### src/rtl/shift_issue_unit.sv
// ----------------------------------------------------------------------------
// shift_issue_unit
//
// Issues one decoded shift operation at a time to an external combinational
// shifter. Each op passes through four phases: accept (IDLE), register-file
// read (READ), shift (SHIFT) and write-back handshake (WB). Only one op is
// ever in flight, so the best case is one op every four cycles.
//
// Ports
//   clk, rst              clock; asynchronous active-low reset
//   flush                 synchronous abort, returns to IDLE and drops the op
//   in_valid / in_ready   op offer / accept handshake (ready only in IDLE)
//   in_op                 {var, kind[1:0]}: 00 sll, 01 srl, 10 sra, 11 illegal
//   in_rs, in_rt          source/destination reg, shift-amount reg
//   in_shamt              immediate shift amount (var = 0)
//   rf_raddr1/2           register-file read addresses (driven in READ only)
//   rf_rdata1/2           register-file read data (combinational read)
//   sh_A, sh_shamt,       shifter operand, amount, direction (1 = right)
//   sh_drxn, sh_type      and type (1 = arithmetic); driven in SHIFT only
//   sh_out                combinational shifter result
//   wb_valid / wb_ready   write-back handshake
//   wb_addr, wb_data      destination register and result (driven in WB only)
//   err                   one-cycle pulse in the SHIFT cycle of an illegal op
// ----------------------------------------------------------------------------
module shift_issue_unit #(
   parameter int DATA_W = 32,
   parameter int REG_AW = 5
) (
   input  logic              clk,
   input  logic              rst,
   input  logic              flush,
   input  logic              in_valid,
   output logic              in_ready,
   input  logic [2:0]        in_op,
   input  logic [REG_AW-1:0] in_rs,
   input  logic [REG_AW-1:0] in_rt,
   input  logic [4:0]        in_shamt,
   output logic [REG_AW-1:0] rf_raddr1,
   output logic [REG_AW-1:0] rf_raddr2,
   input  logic [DATA_W-1:0] rf_rdata1,
   input  logic [DATA_W-1:0] rf_rdata2,
   output logic [DATA_W-1:0] sh_A,
   output logic [4:0]        sh_shamt,
   output logic              sh_drxn,
   output logic              sh_type,
   input  logic [DATA_W-1:0] sh_out,
   output logic              wb_valid,
   input  logic              wb_ready,
   output logic [REG_AW-1:0] wb_addr,
   output logic [DATA_W-1:0] wb_data,
   output logic              err
);

   typedef enum logic [1:0] {
      IDLE  = 2'd0,
      READ  = 2'd1,
      SHIFT = 2'd2,
      WB    = 2'd3
   } state_t;

   state_t state;
   state_t state_next;

   logic              op_var;
   logic [1:0]        op_kind;
   logic [REG_AW-1:0] cap_rs;
   logic [REG_AW-1:0] cap_rt;
   logic [4:0]        cap_shamt;
   logic [DATA_W-1:0] opnd_a;
   logic [4:0]        amt;
   logic [DATA_W-1:0] result;
   logic              accept;
   logic              illegal;

   // Only the low five bits of a register shift amount matter; the rest of
   // the read word is deliberately discarded.
   logic unused_rdata2_hi;
   assign unused_rdata2_hi = ^rf_rdata2[DATA_W-1:5];

   // Flush wins over an offered op, so nothing is captured on a flush edge.
   assign accept  = (state == IDLE) && in_valid && !flush;
   assign illegal = (op_kind == 2'b11);

   // State register.
   always_ff @(posedge clk or negedge rst) begin
      if (!rst) begin
         state <= IDLE;
      end else begin
         state <= state_next;
      end
   end

   // Next-state and output decode. All outputs default to zero so that every
   // interface is quiet outside the phase that owns it. The flush override
   // is applied last so it beats both an accept and a write-back handshake.
   always_comb begin
      state_next = state;
      in_ready   = 1'b0;
      rf_raddr1  = '0;
      rf_raddr2  = '0;
      sh_A       = '0;
      sh_shamt   = '0;
      sh_drxn    = 1'b0;
      sh_type    = 1'b0;
      wb_valid   = 1'b0;
      wb_addr    = '0;
      wb_data    = '0;
      err        = 1'b0;
      case (state)
         IDLE: begin
            in_ready = 1'b1;
            if (accept) state_next = READ;
         end
         READ: begin
            rf_raddr1  = cap_rs;
            rf_raddr2  = cap_rt;
            state_next = SHIFT;
         end
         SHIFT: begin
            if (illegal) begin
               err = 1'b1;
            end else begin
               sh_A     = opnd_a;
               sh_shamt = amt;
               sh_drxn  = (op_kind != 2'b00);
               sh_type  = (op_kind == 2'b10);
            end
            state_next = WB;
         end
         WB: begin
            wb_valid = 1'b1;
            wb_addr  = cap_rs;
            wb_data  = result;
            if (wb_ready) state_next = IDLE;
         end
         default: state_next = IDLE;
      endcase
      if (flush) state_next = IDLE;
   end

   // Datapath captures: op fields on accept, operands in READ, the result in
   // SHIFT. An illegal op bypasses the shifter and writes its operand back.
   always_ff @(posedge clk or negedge rst) begin
      if (!rst) begin
         op_var    <= 1'b0;
         op_kind   <= 2'b00;
         cap_rs    <= '0;
         cap_rt    <= '0;
         cap_shamt <= '0;
         opnd_a    <= '0;
         amt       <= '0;
         result    <= '0;
      end else begin
         case (state)
            IDLE: begin
               if (accept) begin
                  op_var    <= in_op[2];
                  op_kind   <= in_op[1:0];
                  cap_rs    <= in_rs;
                  cap_rt    <= in_rt;
                  cap_shamt <= in_shamt;
               end
            end
            READ: begin
               opnd_a <= rf_rdata1;
               amt    <= op_var ? rf_rdata2[4:0] : cap_shamt;
            end
            SHIFT: begin
               result <= illegal ? opnd_a : sh_out;
            end
            default: ;
         endcase
      end
   end

endmodule

### config.mk
export PLATFORM = sky130hd
export DESIGN_NAME = shift_issue_unit
export DESIGN_NICKNAME = d
export VERILOG_FILES = /design/src/rtl/shift_issue_unit.sv
export SDC_FILE = /design/constraint.sdc
export NUM_CORES = 1
export LEC_CHECK = 0
export CAP_MARGIN = 10
export CORE_MARGIN = 3
export CORE_UTILIZATION = 65
export DETAILED_ROUTE_END_ITERATION = 8
export DONT_BUFFER_PORTS = 1
export PLACE_DENSITY = 0.88
export SYNTH_ARGS = -nofsm -noshare
export SYNTH_HDL_FRONTEND = slang
export SYNTH_SLANG_ARGS = --single-unit
### constraint.sdc
create_clock -name clk -period 3 [get_ports clk]
set_input_delay 0.75 -clock clk [delete_from_list [all_inputs] [get_ports clk]]
set_output_delay 0.75 -clock clk [all_outputs]
set_load 0.02 [all_outputs]
==> summary.txt <==
Area leader, netlist = dfrtp_1
Cts repair resizes = 0
Post-Synth Simple-Gate Area = 16.68%
TritonCTS clock tree = built
Net Switching = 1.984 mW
Overflow after GRT = 0
Die X = 88.11 um
Top cells by area, synth = dfrtp_1 (51%), and2_1 (12%), mux2_2 (10%), mux2i_1 (8.5%), a21oi_1 (4.3%)
Hold crit path type = input port to asynchronous set/reset pin
Hold Buf Count CTS = 0
CTS buffer count = 9
Status = complete, no violations
Antenna diodes = 0
Switching Share = 38.44%
Final core utilization = 70.84%
Worst vdd ir = 0.5745 mV
Critical Path End Type = output port
Final setup viols = 0
Final period util = 85.72%
Root buffer cell = clkbuf_8
Final hold vios = 0
Sequential fraction of the synthesis area = 50.83%
Detailed Place HPWL = 6462 um
Total wire length = 9156 um
Routed vias/inst = 5.873
Number of buffers added on ports = 0
#FFs+latches synth = 89
P_int = 3.176 mW
FP Rows = 29
Startpoint Class = flip-flop
Reg power frac = 42.1%
Die area = 7762 um2
Gr usage total = 23.99%
Mapped cell area = 4382 um2
Logic gate share of total power = 42.9%
Initial core utilization = 67.84%
CP arrival = 1820 ps
Post-synthesis mux area share = 22.16%
Top-level I/O count = 208
Wire length per cell = 20.12 um
Nets = 500
Routability cong. = 0.7532
Largest net degree at the start of global routing = 90
H-Tree Depth = 3
Area grow syn2layout = 4.426%
Post-CTS setup buffers = 0
Setup CP Type = flip-flop to output port
Initial drt markers = 97
Clock Latency Late Sink = 340 ps
Static leakage = 2.025 nW
Initial antenna violation count = 0
Minimum hold slack = 91.03 ps
CTS sink count = 89
MaxCap Viol Count = 0
Post-Synth Adder-Cell Area = 1.713%
XOR/XNOR share of the synthesized area = 0%
Measured slew at the worst slew-check pin = 590.0 ps
Setup WS pre-CTS = 794.8 ps
Setup ws final = 428.3 ps
Crit path from = state[0]$_DFFE_PN0P_
Core ar. = 6459 um2
FF-to-FF Start = state[1]$_DFFE_PN0P_
DP Cell Count = 441
Top cell type's share of synthesized area = 50.83%
First-pass GRT wire length = 14,090 um
Layout Cells excl Fill = 455
Deepest clock path buffer count = 2
Worst EP required = 2250 ps
Vias = 2,672
Setup TNS = 0 ps
Post-Syn Nets = 509
RSZ-0062 raised after global routing = no
# DRC = 0
Time the worst path needs with I/O delays and setup = 2572 ps
Distinct cells, synth = 20
CTS clk-pin slew, worst paths = 80 ps
Vias in the first global route = 2,783
Fraction of layout cells with a size suffix above 1 = 20.37%
Slew Limit Fails = 0
Cell count after synthesis = 384
Slew HR = 60.67%
Main combinational cell family by area after synthesis = multiplexers
Die Y-Extent = 88.11 um
Final antenna-violating net count = 0
Synth Area in Compound Gates = 4.797%
Ys Warns = 0
First-pass iteration count of the detailed router = 4
Crit path max fanout = 18
P per Cell Area = 1128 nW/um2
Achievable Freq = 388.8 MHz
Skew final = 9.308 ps
Clock power frac = 15.1%
Mean Syn Cell Area = 11.41 um2
==> final cells by class <==
type | instances | area [um2]
Timing Repair Buffer | 8 | 60.06
Multi-Input combinational cell | 263 | 1994
Fill cell | 459 | 1883
Clock buffer | 10 | 137.6
Inverter | 4 | 15.01
Tap cell | 77 | 96.34
Sequential cell | 89 | 2227
Clock inverter | 4 | 45.04
==> per-layer routing <==
| metal | wire, um | global-route usage (%) | part of all wire (%) | up-vias |
|---|---|---|---|---|
| met3 | 698 | 7.150 | 7.6 | 9 |
| met1 | 3602 | 29.55 | 39 | 1300 |
| met5 | 0 | 0 | 0 | - |
| met4 | 106 | 7.280 | 1.2 | 0 |
| li1 | - | - | - | 1255 |
| met2 | 4749 | 40.96 | 52 | 108 |
==> registers in the layout, indices dropped and copies added, names as in the netlist <==
signal and count:
cap_rs 5, cap_rt 5, state 2, op_var 1, amt 5, result 32
op_kind 2, cap_shamt 5, opnd_a 32
==> path summary, 6_finish.rpt <==
kind / slack [ps] / endpoint / cells after the start
min: 90 / opnd_a[20]$_DFFE_PN0N_ / 0
max: 430 / sh_shamt[4] / 5
max in group asynchronous: 2770 / opnd_a[26]$_DFFE_PN0N_ / 0
max reg2reg: 1070 / opnd_a[8]$_DFFE_PN0N_ / 4
min in group clk: 480 / state[1]$_DFFE_PN0P_ / 1
min reg2reg: 510 / cap_rt[0]$_DFFE_PN0P_ / 1
==> layout by cell type (no fill, tap or decap), types with 2 or more instances in the layout <==
cell type   n
ha_2        3
mux2_4     10
ha_1        3
nor2_1     37
clkbuf_8   10
mux2i_1    37
nor2b_1     3
clkinv_2    3
inv_1       4
mux2_2     40
dfrtp_1    89
buf_4       8
and2_1     86
o21ai_0     2
a21oi_1    38
==> logic make-up after synthesis <==
family / count (synthesis)
simple gates: 129
flops: 89
mux: 87
compound gates: 41
buf+inv: 32
fa+ha+maj: 6
==> critical path, stage by stage (launching register included) <==
cell and delay (ps):
dfrtp_1 410, inv_1 110, ha_2 270, nor2b_2 180, buf_4 220, and2_1 290
==> cell usage after synthesis (all sizes together) <==
library cell and count:
mux2i 37, and2 86, dfrtp 89, mux2 50, or3b 1, nor2 37, clkbuf 11, nor2b 4
nand3 1, a21oi 38, o311a 1, o21ai 2, ha 6, buf 17, inv 4
==> stage by stage <==
step                      instance area (um2)  power, mW
after CTS                                4576      5.214
after floorplan                          4382      4.035
after global placement                   4393      4.296
after global routing                     4576      5.538
after detailed placement                 4393      4.427
final                                    4576      5.160
==> power by group through the flow <==
stage                     Combinational [mW]  Clock (mW)  Sequential, mW
after floorplan                         1.98           0            2.05
after global placement                  2.15           0            2.15
after detailed placement                2.24           0            2.19
after CTS                               2.24       0.796            2.17
after global routing                    2.43       0.855            2.25
final                                   2.21       0.777            2.17
No activity file was read; power rests on OpenSTA's default activity.
